<file path="config.mk">
export PLATFORM = sky130hd
export DESIGN_NAME = probe_drop_event_serializer
export DESIGN_NICKNAME = d
export VERILOG_FILES = /design/src/rtl/probe_drop_pkg.sv /design/src/rtl/probe_drop_fifo.sv /design/src/rtl/probe_drop_event_serializer.sv
export SDC_FILE = /design/constraint.sdc
export NUM_CORES = 1
export LEC_CHECK = 0
export CELL_PAD_IN_SITES_DETAIL_PLACEMENT = 1
export CELL_PAD_IN_SITES_GLOBAL_PLACEMENT = 1
export CORE_ASPECT_RATIO = 0.7
export CORE_UTILIZATION = 55
export DETAILED_ROUTE_END_ITERATION = 6
export DONT_BUFFER_PORTS = 1
export GPL_TIMING_DRIVEN = 0
export PLACE_DENSITY = 0.88
export SYNTH_ARGS = -nofsm -noshare
export SYNTH_HDL_FRONTEND = slang
export SYNTH_HIERARCHICAL = 1
export SYNTH_SLANG_ARGS = --single-unit
</file>
<file path="constraint.sdc">
create_clock -name CLK -period 12.2 [get_ports CLK]
set_input_delay 2.44 -clock CLK [delete_from_list [all_inputs] [get_ports CLK]]
set_output_delay 2.44 -clock CLK [all_outputs]
set_load 0.005 [all_outputs]
</file>
<file path="src/rtl/probe_drop_pkg.sv">
// Shared types and helpers for the RX buffer drop-probe event serializer.
// Region vectors are carried at a fixed maximum width; unused upper bits stay zero.
package probe_drop_pkg;

  localparam int PD_MAX_REGIONS = 16;
  localparam int PD_IDX_W       = 4;
  localparam int PD_PTR_W       = 5;

  localparam logic [PD_PTR_W-1:0] PD_PTR_ONE = {{(PD_PTR_W-1){1'b0}}, 1'b1};

  localparam logic [0:0] ST_IDLE = 1'b0;
  localparam logic [0:0] ST_EMIT = 1'b1;

  typedef logic [PD_MAX_REGIONS-1:0] region_vec_t;

  typedef struct packed {
    region_vec_t eof;
    region_vec_t drop;
  } probe_word_t;

  typedef struct packed {
    logic                found;
    logic [PD_IDX_W-1:0] idx;
  } first_set_t;

  function automatic logic [PD_PTR_W-1:0] popcount(input region_vec_t vec);
    logic [PD_PTR_W-1:0] cnt;
    cnt = '0;
    for (int i = 0; i < PD_MAX_REGIONS; i++) begin
      cnt = cnt + PD_PTR_W'(vec[i]);
    end
    return cnt;
  endfunction

  // Scans downward so the lowest qualifying bit is the one left in res
  function automatic first_set_t first_set_from(input region_vec_t vec,
                                                input logic [PD_PTR_W-1:0] start);
    first_set_t res;
    res.found = 1'b0;
    res.idx   = '0;
    for (int i = PD_MAX_REGIONS - 1; i >= 0; i--) begin
      if (vec[i] && (i >= int'(start))) begin
        res.found = 1'b1;
        res.idx   = PD_IDX_W'(i);
      end
    end
    return res;
  endfunction

  function automatic logic any_set_from(input region_vec_t vec,
                                        input logic [PD_PTR_W-1:0] start);
    logic hit;
    hit = 1'b0;
    for (int i = 0; i < PD_MAX_REGIONS; i++) begin
      hit = hit | (vec[i] & (i >= int'(start)));
    end
    return hit;
  endfunction

endpackage

</file>
<file path="src/rtl/probe_drop_fifo.sv">
// Register-array synchronous FIFO with extended pointers. Exposes a look-ahead
// view of next cycle's head and emptiness so the consumer can register its outputs.
module probe_drop_fifo #(
  parameter int WIDTH = 8,
  parameter int ITEMS = 16,
  localparam int AW   = $clog2(ITEMS)
) (
  input  logic             clk,
  input  logic             rst,
  input  logic             wr_en,
  input  logic [WIDTH-1:0] wr_data,
  input  logic             rd_en,
  output logic             full,
  output logic             empty_nxt,
  output logic [WIDTH-1:0] rd_data_nxt
);

  localparam logic [AW:0] PTR_ONE = {{AW{1'b0}}, 1'b1};

  logic [WIDTH-1:0] mem_r [ITEMS];
  logic [AW:0]      wr_ptr_r;
  logic [AW:0]      rd_ptr_r;
  logic [AW:0]      wr_ptr_nxt_s;
  logic [AW:0]      rd_ptr_nxt_s;
  logic             empty_s;
  logic             do_wr_s;
  logic             do_rd_s;

  // Status flags, guarded strobes and look-ahead head selection
  always_comb begin
    empty_s = (wr_ptr_r == rd_ptr_r);
    full    = (wr_ptr_r[AW] != rd_ptr_r[AW]) && (wr_ptr_r[AW-1:0] == rd_ptr_r[AW-1:0]);
    do_rd_s = rd_en && !empty_s;
    do_wr_s = wr_en && (!full || do_rd_s);
    wr_ptr_nxt_s = do_wr_s ? (wr_ptr_r + PTR_ONE) : wr_ptr_r;
    rd_ptr_nxt_s = do_rd_s ? (rd_ptr_r + PTR_ONE) : rd_ptr_r;
    empty_nxt    = (wr_ptr_nxt_s == rd_ptr_nxt_s);
    // A word written into the slot about to become head is not yet in mem_r
    if (do_wr_s && (rd_ptr_nxt_s == wr_ptr_r)) begin
      rd_data_nxt = wr_data;
    end else begin
      rd_data_nxt = mem_r[rd_ptr_nxt_s[AW-1:0]];
    end
  end

  // Pointer registers
  always_ff @(posedge clk or posedge rst) begin
    if (rst) begin
      wr_ptr_r <= '0;
      rd_ptr_r <= '0;
    end else begin
      wr_ptr_r <= wr_ptr_nxt_s;
      rd_ptr_r <= rd_ptr_nxt_s;
    end
  end

  // Storage array; contents are don't-care while the pointers mark them empty
  always_ff @(posedge clk) begin
    if (do_wr_s) begin
      mem_r[wr_ptr_r[AW-1:0]] <= wr_data;
    end
  end

endmodule

</file>
<file path="src/rtl/probe_drop_event_serializer.sv">
// Turns multi-region drop-probe words into one pass/drop event per frame,
// lowest region first, and keeps saturating frame/drop/lost statistics.
module probe_drop_event_serializer
  import probe_drop_pkg::*;
#(
  parameter int REGIONS    = 4,
  parameter int FIFO_ITEMS = 16,
  parameter int CNT_WIDTH  = 32,
  localparam int RW        = (REGIONS > 1) ? $clog2(REGIONS) : 1
) (
  input  logic                 CLK,
  input  logic                 RESET,
  input  logic                 PROBE_SRC_RDY,
  input  logic [REGIONS-1:0]   PROBE_EOF,
  input  logic [REGIONS-1:0]   PROBE_DROP,
  output logic                 EV_SRC_RDY,
  input  logic                 EV_DST_RDY,
  output logic                 EV_DROP,
  output logic [RW-1:0]        EV_REGION,
  input  logic                 CNT_CLR,
  output logic [CNT_WIDTH-1:0] CNT_FRAMES,
  output logic [CNT_WIDTH-1:0] CNT_DROPS,
  output logic [CNT_WIDTH-1:0] CNT_LOST
);

  localparam int WW = 2 * REGIONS;

  logic [WW-1:0]        wr_data_s;
  logic [WW-1:0]        fifo_head_nxt_s;
  logic                 full_s;
  logic                 fifo_empty_nxt_s;
  logic                 wr_valid_s;
  logic                 wr_en_s;
  logic                 lost_s;
  region_vec_t          probe_eof_s;
  region_vec_t          probe_drop_s;
  logic                 xfer_s;
  logic                 pop_s;
  logic [PD_PTR_W-1:0]  after_s;
  logic [PD_PTR_W-1:0]  ptr_nxt_s;
  probe_word_t          head_nxt_s;
  first_set_t           nxt_ev_s;
  logic                 emit_nxt_s;
  logic [0:0]           state_nxt_s;

  logic [0:0]           state_r;
  logic [PD_PTR_W-1:0]  ptr_r;
  region_vec_t          head_eof_r;
  logic [RW-1:0]        ev_region_r;
  logic                 ev_drop_r;
  logic [CNT_WIDTH-1:0] cnt_frames_r;
  logic [CNT_WIDTH-1:0] cnt_drops_r;
  logic [CNT_WIDTH-1:0] cnt_lost_r;

  function automatic logic [CNT_WIDTH-1:0] sat_add(input logic [CNT_WIDTH-1:0] a,
                                                   input logic [PD_PTR_W-1:0]  inc);
    logic [CNT_WIDTH:0] sum;
    sum = {1'b0, a} + (CNT_WIDTH + 1)'(inc);
    if (sum[CNT_WIDTH]) begin
      return {CNT_WIDTH{1'b1}};
    end else begin
      return sum[CNT_WIDTH-1:0];
    end
  endfunction

  // Head walk: transfer advances past the emitted bit, exhausting the word pops it
  always_comb begin
    xfer_s  = (state_r == ST_EMIT) && EV_DST_RDY;
    after_s = PD_PTR_W'(ev_region_r) + PD_PTR_ONE;
    pop_s   = xfer_s && !any_set_from(head_eof_r, after_s);
    if (pop_s) begin
      ptr_nxt_s = '0;
    end else if (xfer_s) begin
      ptr_nxt_s = after_s;
    end else begin
      ptr_nxt_s = ptr_r;
    end
  end

  // Probe capture; a slot freed by a same-cycle pop is usable by the write
  always_comb begin
    probe_eof_s                 = '0;
    probe_drop_s                = '0;
    probe_eof_s[REGIONS-1:0]    = PROBE_EOF;
    probe_drop_s[REGIONS-1:0]   = PROBE_DROP & PROBE_EOF;
    wr_data_s                   = {PROBE_EOF, PROBE_DROP & PROBE_EOF};
    wr_valid_s                  = PROBE_SRC_RDY && (|PROBE_EOF);
    wr_en_s                     = wr_valid_s && (!full_s || pop_s);
    lost_s                      = wr_valid_s && full_s && !pop_s;
  end

  probe_drop_fifo #(
    .WIDTH (WW),
    .ITEMS (FIFO_ITEMS)
  ) u_fifo (
    .clk         (CLK),
    .rst         (RESET),
    .wr_en       (wr_en_s),
    .wr_data     (wr_data_s),
    .rd_en       (pop_s),
    .full        (full_s),
    .empty_nxt   (fifo_empty_nxt_s),
    .rd_data_nxt (fifo_head_nxt_s)
  );

  // Next event from next cycle's head and pointer, so outputs come straight from flops
  always_comb begin
    head_nxt_s                   = '0;
    head_nxt_s.eof[REGIONS-1:0]  = fifo_head_nxt_s[WW-1:REGIONS];
    head_nxt_s.drop[REGIONS-1:0] = fifo_head_nxt_s[REGIONS-1:0];
    nxt_ev_s                     = first_set_from(head_nxt_s.eof, ptr_nxt_s);
    emit_nxt_s                   = !fifo_empty_nxt_s && nxt_ev_s.found;
    case (state_r)
      ST_IDLE: state_nxt_s = emit_nxt_s ? ST_EMIT : ST_IDLE;
      ST_EMIT: state_nxt_s = emit_nxt_s ? ST_EMIT : ST_IDLE;
      default: state_nxt_s = ST_IDLE;
    endcase
  end

  // Walker state and registered event outputs
  always_ff @(posedge CLK or posedge RESET) begin
    if (RESET) begin
      state_r     <= ST_IDLE;
      ptr_r       <= '0;
      head_eof_r  <= '0;
      ev_region_r <= '0;
      ev_drop_r   <= 1'b0;
    end else begin
      state_r <= state_nxt_s;
      ptr_r   <= ptr_nxt_s;
      if (emit_nxt_s) begin
        head_eof_r  <= head_nxt_s.eof;
        ev_region_r <= RW'(nxt_ev_s.idx);
        ev_drop_r   <= head_nxt_s.drop[nxt_ev_s.idx];
      end else begin
        head_eof_r  <= '0;
        ev_region_r <= '0;
        ev_drop_r   <= 1'b0;
      end
    end
  end

  // Saturating statistics; clear wins over same-cycle increments
  always_ff @(posedge CLK or posedge RESET) begin
    if (RESET) begin
      cnt_frames_r <= '0;
      cnt_drops_r  <= '0;
      cnt_lost_r   <= '0;
    end else if (CNT_CLR) begin
      cnt_frames_r <= '0;
      cnt_drops_r  <= '0;
      cnt_lost_r   <= '0;
    end else begin
      if (wr_en_s) begin
        cnt_frames_r <= sat_add(cnt_frames_r, popcount(probe_eof_s));
        cnt_drops_r  <= sat_add(cnt_drops_r, popcount(probe_drop_s));
      end
      if (lost_s) begin
        cnt_lost_r <= sat_add(cnt_lost_r, popcount(probe_eof_s));
      end
    end
  end

  assign EV_SRC_RDY = (state_r == ST_EMIT);
  assign EV_REGION  = ev_region_r;
  assign EV_DROP    = ev_drop_r;
  assign CNT_FRAMES = cnt_frames_r;
  assign CNT_DROPS  = cnt_drops_r;
  assign CNT_LOST   = cnt_lost_r;

endmodule

</file>
==> summary.md, run 1 <==
| Metric | Value |
|---|---|
| Status | complete, no violations |
| Synth-to-Final Area Change | 8.72% |
| Count leader, synth | edfxtp_1 |
| Worst setup EP type | flip-flop |
| FFs w/ async S/R, synth | 48.2% |
| Row cnt | 47 |
| Initial core utilization | between 50% and 60% |
| First drt pass iteration count | 5 |
| Number of synthesized flops with an enable pin | 128 |
| Synth Flop Type | edfxtp_1 |
| Initial antenna violation count | 2 |
| Core Area | around 24000 µm² |
| Vias | 12100 |
| Iter 0 DRT Violations | 1370 |
| Die W | 190 µm |
| Post-CTS Resized | 0 |
| Slew @ Worst Pin | approximately 1400 ps |
| Top cell type by total area after synthesis | edfxtp_1 |
| # Post-CTS Setup Buffers | 0 |
| Grt total ovfl | 0 |
| Sequential cell area | 6820 µm² |
| DRT Wirelength | 48400 µm |
| Gr usage total | 38.1% |
| Global route hottest layer | met2 |
| CTS sink count | 247 |
| Max-cap violation count | 0 |
| Die Ht | 133 µm |
| Max stage delay on crit path | 1010 ps |
| Clock Tree Buf Depth | 3 |
| Syn Inst Count | 1299 |
| Dpl ws | 4410 ps |
| Worst Setup Path Type | in2reg |
| Minimum clock period after layout | 7710 ps |
| Clock latency on the worst-skew pair | 540 ps |
| Yosys cell types | 90 |
| Vias per cell | 7.28 |
| Yosys reg bits | 247 |
| Clk slew on worst S/H paths | around 60 ps |
| Global-route wire length before repair | 73600 µm |
| Synth top area cells | edfxtp_1, dfrtp_1, nor2_1 |
| Critical Path RT | 12600 ps |
| Filler instances | between 2000 and 3000 |
| RSZ-0062 raised after global routing | no |
| Largest net degree at the start of global routing | slightly above 90 |
| Slew Limit Fails | 0 |
| Mapped cell area | 13600 µm² |
| Final setup fails | 0 |
| Nets | 1368 |
| Worst path cell trace | and2_1 -> clkbuf_2 -> o211ai_2 -> nor2_1 -> clkbuf_1 -> inv_1 -> clkbuf_1 -> a32oi_1 -> buf_2 -> a21oi_1 -> nor4_1 -> a211o_1 -> o221a_2 -> o211ai_1 -> a21boi_0 -> a22o_1 -> mux2_2 -> a22o_1 |
| Worst rel slew slack | 5.94% |
| Tcrit/Tclk final | 63.2% |
| HPWL after DPL | roughly 33000 µm |
| Wire per inst | 29.0 µm |
| Most instantiated cells after synthesis | edfxtp_1, nor2_1, dfrtp_1, a21oi_1, nand2_1 |
| Placer Congestion | 0.958 |
| Number of buffers added on ports | 0 |
| CTS H-tree lvls | 1 |
| Die area | 25300 µm² |
| GRT met1 Usage | between 50% and 60% |
| TritonCTS Buffers | 25 |
| Met2 usage | between 50% and 60% |
| Clock Skew | 22.8 ps |
| Share of layout cells above drive strength 1 | between 10 and 15% |
| Crit path DAT | 8110 ps |
| Maximum vdd drop | about 0.15 mV |
| Mapped Nets | roughly 1300 |
| Worst setup margin | 4490 ps |
| Avg Cell Area, Syn | 10.5 µm² |
| Top cell type's share of synthesized area | 28.3% |
| GR Util met3 | 11.9% |
| Remaining DRCs | 0 |
| F_max | about 130 MHz |
| Antenna-violating nets left | 0 |
| Startpoint types | input pin |
| Crit-path max FO | 10 |
| CP max-delay cell | nor4_1 |
| CTS tree | done |
| Leak | approximately 5.3 nW |
| Root Buffer | clkbuf_16 |
| R2R cell count | 20 |
| Pwr dens | 231 nW/µm² |
| Register area share after synthesis | approximately 50% |
| Worst Hold Path Cells | 1 |
| Final hold violation count | 0 |
| Hold Buf Count CTS | 0 |
| Top-level port count | ~110 |
| Vias in the first global route | between 10000 and 15000 |
| Area occupied by multi-input gates | 6250 µm² |
| Synth warn | 6 |
| Worst min path class | reg2reg |
| Fin Setup TNS | 0 ps |
final cells by class:
class,instances,area share [%]
sequential,247,46.2
antenna,3,0.0508
multi-input combinational,932,42.3
buffer,87,2.74
tap,318,2.69
timing repair buffer,3,0.288
inverter,33,0.873
clock inverter,5,0.161
clock buffer,39,4.73
power breakdown:
part	internal (mW)	switching, mW
Sequential	0.969	0.0699
Combinational	0.552	1.10
Clock	0.391	0.328
Total	1.91	1.49
critical path: cells and delay by family:
kind                   cells  cell delay, ps
and+or+nand+nor            3            1480
buffers and inverters      5            1510
muxes                      1             310
AOI/OAI and AO/OA          9            2350
layout by cell type (no fill, tap or decap), types with 24 or more instances in the layout:
| master | instances |
|---|---|
| o21ai_0 | 49 |
| a21oi_1 | 89 |
| o22ai_1 | 34 |
| o221ai_1 | 24 |
| mux2i_1 | 33 |
| clkbuf_1 | 64 |
| edfxtp_1 | 128 |
| nand3_1 | 39 |
| inv_1 | 30 |
| nor2_1 | 127 |
| nor3_1 | 47 |
| a211oi_1 | 41 |
| dfrtp_1 | 119 |
| clkbuf_16 | 25 |
| nand2_1 | 66 |
| buf_2 | 25 |
| and2_1 | 27 |
per-stage QoR:
step	total power, mW	utilization (%)	hold WS (ps)	cells	instance area, µm²
floorplan	2.11	-	448	1299	13600
global placement	2.53	58.4	466	1617	14000
detailed placement	2.61	58.6	471	1618	14000
CTS	3.33	61.6	503	1662	14700
global route	3.51	61.7	532	1666	14800
finish	3.41	61.7	513	1667	14800
sequential cells by signal, summed over array words and instances (netlist names):
signal and cells:
EV_REGION 2, u_fifo/mem_r 128, head_eof_r 4, u_fifo/wr_ptr_r 5, CNT_LOST 32, CNT_FRAMES 32, u_fifo/rd_ptr_r 5, EV_SRC_RDY 1
CNT_DROPS 32, EV_DROP 1, ptr_r 5
logic make-up after synthesis:
kind of cell	count (synthesis)	synth area share, %
AND/OR/NAND/NOR	423	16.0
AO/OA/AOI/OAI	411	21.9
flip-flops	247	50.2
buffers and inverters	120	3.89
multiplexers	48	3.67
adder cells (fa/ha/maj)	26	2.73
XOR/XNOR	24	1.65
path summary, 6_finish.rpt:
| kind | from | to | slack [ps] |
|---|---|---|---|
| max in group asynchronous | RESET | CNT_LOST[17] | 9740 |
| min in group asynchronous | RESET | CNT_DROPS[23] | 1690 |
| worst max register to register | u_fifo/rd_ptr_r[2] | EV_DROP | 5450 |
| worst min register to register | ptr_r[4] | ptr_r[4] | 510 |
| worst max-delay path | EV_DST_RDY | EV_DROP | 4490 |
| worst min-delay path | ptr_r[4] | ptr_r[4] | 510 |
layer usage:
metal  vias to the layer above  part of all wire (%)
met5                         -                     0
met4                         0                   2.5
met3                       117                    12
met2                       725                    44
met1                      6184                    42
li1                       5103                     -
Note: power is estimated with default switching activity, not from simulation.
==> inputs of run 2 (changes only) <==
- CORE_UTILIZATION: 55 -> 51
- PLACE_DENSITY: 0.88 -> 0.82
- clock period: 12.2 -> 7.23 ns (I/O delays scaled with it)
==> summary.md, run 2 (same netlist as run 1, synthesis figures left out) <==
| Metric | Value |
|---|---|
| First drt pass iteration count | 6 |
| Initial antenna violation count | 0 |
| Grt total ovfl | 0 |
| Post-CTS Resized | 0 |
| HPWL after DPL | around 33000 µm |
| Crit-path max FO | 10 |
| Most common cell after layout, fill and taps aside | edfxtp_1 |
| Dpl ws | 281 ps |
| Worst min path class | reg2reg |
| Wire per inst | 27.6 µm |
| F_max | 147 MHz |
| Worst rel slew slack | 9.54% |
| Worst Setup Path Type | reg2reg |
| Status | complete, no violations |
| Synth-to-Final Area Change | 10.1% |
| Clk slew on worst S/H paths | 60 ps |
| Worst hold slack | approximately 490 ps |
| Max-cap violation count | 0 |
| Crit path DAT | 7230 ps |
| Die area | approximately 27000 µm² |
| Final hold violation count | 0 |
| Hold Buf Count CTS | 0 |
| CP max-delay cell | a311oi_2 |
| Tcrit/Tclk final | 94.2% |
| TritonCTS Buffers | 26 |
| Antenna-violating nets left | 0 |
| Placed cell area | 14100 µm² |
| CTS H-tree lvls | 1 |
| Worst setup EP type | flip-flop |
| Met2 usage | approximately half |
| Worst path cell trace | xor2_1 -> or4_4 -> buf_6 -> clkbuf_1 -> nor2_1 -> o21ai_1 -> nand2_1 -> inv_1 -> buf_2 -> buf_2 -> o31a_1 -> buf_2 -> o2111a_1 -> nand2_1 -> buf_2 -> a311oi_2 -> a21boi_0 -> a22o_1 -> mux2_2 -> a22o_1 |
| Vias per cell | 6.98 |
| Gr usage total | between 30% and 40% |
| Global-route wire length before repair | 72400 µm |
| # Post-CTS Setup Buffers | 0 |
| Die Ht | 139 µm |
| Global route hottest layer | met1 |
| Remaining DRCs | 0 |
| Clock Skew | 11.4 ps |
| Commonest non-fill, non-tap cells in the layout | edfxtp_1, nor2_1, dfrtp_1, a21oi_1, nand2_1 |
| Critical Path RT | 7650 ps |
| Worst setup margin | roughly 420 ps |
| Row cnt | 49 |
| Max stage delay on crit path | 530 ps |
| Number of buffers added on ports | 0 |
| CP dominant cell by count | buf_2 |
| Slew @ Worst Pin | 1340 ps |
| DRT Wirelength | 47100 µm |
| Core Area | 25900 µm² |
| Leak | 5.39 nW |
| RSZ-0062 raised after global routing | no |
| Iter 0 DRT Violations | 1177 |
| Post-route cell area | 15000 µm² |
| CP bufs+invs | 7 |
| Minimum clock period after layout | 6810 ps |
| Share of layout cells above drive strength 1 | 10.2% |
| GR Util met3 | between 10% and 20% |
| GRT met1 Usage | 50.8% |
| Root Buffer | clkbuf_16 |
| Maximum vdd drop | 0.237 mV |
| Nets | 1368 |
| Max FFs per register | around 130 |
| Die W | 197 µm |
| Pwr dens | roughly 400 nW/µm² |
| Initial core utilization | 52.4% |
| Placer Congestion | 0.945 |
| Slew Limit Fails | 0 |
| Startpoint types | flip-flop |
| CTS tree | done |
| Vias in the first global route | 12100 |
| CTS sink count | around 250 |
| Final setup fails | 0 |
| Clock latency on the worst-skew pair | around 560 ps |
| CP top delay family | compound AO/OA/AOI/OAI gates |
| N_diodes | 0 |
| Top-level port count | between 100 and 150 |
| Largest net degree at the start of global routing | 94 |
| Fin Setup TNS | 0 ps |
| Clock Tree Buf Depth | 3 |
| Vias | 11900 |
run 2: cell types whose count changed in the layout (fill, tap and decap cells not counted):
cell	before	now
clkbuf_8	2	1
bufinv_16	0	4
clkinv_2	4	2
clkbuf_16	25	27
nor3_1	47	46
clkbuf_1	64	62
clkbuf_4	1	0
nor3_2	3	4
clkinv_1	1	4
diode_2	3	0
run 2: worst paths after layout:
check / from / endpoint / slack (ps) / cells past startpoint
min in group asynchronous: RESET / CNT_DROPS[16] / 670 / 1
max reg2reg: u_fifo/rd_ptr_r[2] / EV_DROP / 420 / 20
max: u_fifo/rd_ptr_r[2] / EV_DROP / 420 / 20
min: ptr_r[3] / ptr_r[3] / 490 / 1
max in group asynchronous: RESET / EV_DROP / 5820 / 2
min reg2reg: ptr_r[3] / ptr_r[3] / 490 / 1
run 2: area by class of cell:
type | count | area (µm²)
clock inverters | 10 | 145
repair buffers | 2 | 35.0
inverters | 33 | 129
flip-flops and latches | 247 | 6820
well taps | 357 | 447
multi-input cells | 932 | 6250
plain buffers | 87 | 404
fillers | 2812 | 11000
clock buffers | 38 | 727
run 2: worst reg2reg max path: cells and delay by family (launching register included):
family	cells	cell delay, ps
buffers and inverters	7	2160
AOI/OAI and AO/OA	7	2210
and+or+nand+nor	4	1120
xor gates and xnor gates	1	410
muxes	1	320
DFF	1	480
run 2: power by group:
group	switching (mW)	internal [mW]	leakage, nW
clock network	0.573	0.836	0.422
registers	0.115	1.63	2.78
logic	1.85	0.931	2.19
run 2: routing by layer:
| layer | routed length (µm) | vias to the layer above | share of wire (%) |
|---|---|---|---|
| li1 | - | 5103 | - |
| met1 | 20700 | 6111 | 44 |
| met2 | 20300 | 591 | 43 |
| met3 | 4960 | 98 | 11 |
| met4 | 1140 | 0 | 2.4 |
| met5 | 0 | - | 0 |
run 2: per-stage QoR:
stage | power (mW) | utilization (%) | std cells
final | 5.94 | 57.7 | 1706
after global routing | 6.16 | 57.7 | 1706
after CTS | 5.84 | 57.6 | 1705
after detailed placement | 4.41 | 54.2 | 1657
after global placement | 4.29 | 54.1 | 1656
after floorplan | 3.55 | - | 1299
==> inputs of run 3 (changes only) <==
- CORE_ASPECT_RATIO: 0.7 -> 0.8
==> summary.md, run 3 (same netlist as run 1, synthesis figures left out) <==
| Metric | Value |
|---|---|
| Status | complete, no violations |
| Worst setup EP type | flip-flop |
| Cells after DPL | 1657 |
| Slew @ Worst Pin | 1340 ps |
| Core Area | 26200 µm² |
| Top-level port count | 113 |
| DRT Wirelength | 47400 µm |
| Maximum vdd drop | 0.237 mV |
| Number of buffers added on ports | 0 |
| CTS H-tree lvls | 1 |
| Filler instances | 2839 |
| Vias | 12000 |
| HPWL after DPL | approximately 32000 µm |
| Die Ht | 148 µm |
| Placed cell area | 14100 µm² |
| Worst rel slew slack | a little over a tenth |
| Commonest non-fill, non-tap cells in the layout | edfxtp_1, nor2_1, dfrtp_1, a21oi_1, nand2_1 |
| Most common cell after layout, fill and taps aside | edfxtp_1 |
| Vias in the first global route | 11800 |
| RSZ-0062 raised after global routing | no |
| Max-cap violation count | 0 |
| Remaining DRCs | 0 |
| Worst min path class | reg2reg |
| Die W | approximately 180 µm |
| Placer Congestion | 0.916 |
| Share of layout cells above drive strength 1 | a little over a tenth |
| Initial antenna violation count | 3 |
| TritonCTS Buffers | 28 |
| Worst Setup Path Type | reg2reg |
| Clock Tree Buf Depth | 3 |
| Initial core utilization | 51.9% |
| Root Buffer | clkbuf_16 |
| WL met2 | 21000 µm |
| Largest net degree at the start of global routing | 88 |
| Die area | 27300 µm² |
| Top sig layer | met4 |
| Startpoint types | flip-flop |
| Clock latency on the worst-skew pair | 560 ps |
| Area occupied by multi-input gates | 6250 µm² |
| First drt pass iteration count | 5 |
| Synth-to-Final Area Change | 10.5% |
| Sequential cell area | slightly below 7000 µm² |
| Row cnt | 53 |
| # Post-CTS Setup Buffers | 0 |
| Global-route wire length before repair | 72200 µm |
| Non-filler cells, final | 1713 |
| Post-CTS Resized | 0 |
| F_max | ~150 MHz |
| Clk slew on worst S/H paths | 60 ps |
| Clock Skew | roughly 22 ps |
| Crit-path max FO | 10 |
| Max FFs per register | 128 |
| CTS tree | done |
| Antenna-violating nets left | 0 |
| Crit path DAT | 7160 ps |
| Hold Buf Count CTS | 0 |
| Grt total ovfl | 0 |
| Slew Limit Fails | 0 |
| CTS sink count | around 250 |
| Post-route cell area | 15000 µm² |
| Iter 0 DRT Violations | 1315 |
| Final setup fails | 0 |
| Final hold violation count | 0 |
| Critical Path RT | about 7700 ps |
| Nets | roughly 1400 |
| M1 wire length | 20400 µm |
| Leak | 5.41 nW |
| Pwr dens | 399 nW/µm² |
| Met3 wire len | 4850 µm |
| Minimum clock period after layout | 6710 ps |
| Fin Setup TNS | 0 ps |
| Gr usage total | 34.6% |
| Vias per cell | 7.00 |
| Wire per inst | 27.7 µm |
| Tcrit/Tclk final | 92.8% |
## run 3: path summary, 6_finish.rpt
path,cells after the start,slack (ps),end,start
max in group asynchronous,2,5790,EV_DROP,RESET
max,16,520,head_eof_r[2],u_fifo/rd_ptr_r[4]
max reg2reg,16,520,head_eof_r[2],u_fifo/rd_ptr_r[4]
min reg2reg,1,480,ptr_r[4],ptr_r[4]
min in group asynchronous,1,690,CNT_DROPS[20],RESET
min,1,480,ptr_r[4],ptr_r[4]
## run 3: stage by stage
stage | hold WS [ps] | setup WS (ps) | total power [mW] | util (%)
after floorplan | 448 | 2130 | 3.55 | -
after global placement | 466 | 387 | 4.26 | 53.6
after detailed placement | 466 | 167 | 4.39 | 53.7
after CTS | 484 | 681 | 5.87 | 57.2
after global routing | 504 | 278 | 6.19 | 57.3
final | 478 | 518 | 5.98 | 57.3
## run 3: worst max-delay path, stage by stage, from the launching register on
cell      delay [ps]
dfrtp_1          410
xnor2_1          760
clkbuf_1         460
nor2_1           260
o21ai_1          400
nand2_1          340
inv_1            280
buf_2            320
buf_2            350
o31a_1           180
buf_2            190
nand2_1          200
nor2_1          1060
xnor2_1          220
nor4b_2          700
a21oi_1          220
and2_1           220
## run 3: area by class of cell
type | instances | area share [%]
multi-input combinational | 932 | 41.7
clock buffer | 37 | 4.89
inverter | 33 | 0.859
tap | 357 | 2.98
buffer | 87 | 2.69
timing repair buffer | 1 | 0.183
antenna | 4 | 0.0667
sequential | 247 | 45.5
clock inverter | 15 | 1.23
## run 3: power by group
part	switching (mW)	leakage (nW)	internal (mW)
logic	1.83	2.18	0.930
clock network	0.613	0.445	0.857
registers	0.114	2.78	1.64
total	2.56	5.41	3.42
## run 3: metal layers
metal,up-vias,global-route usage [%]
met5,-,0
met4,0,9.33
met3,104,7.27
met2,683,51.0
met1,6104,51.5
li1,5101,-
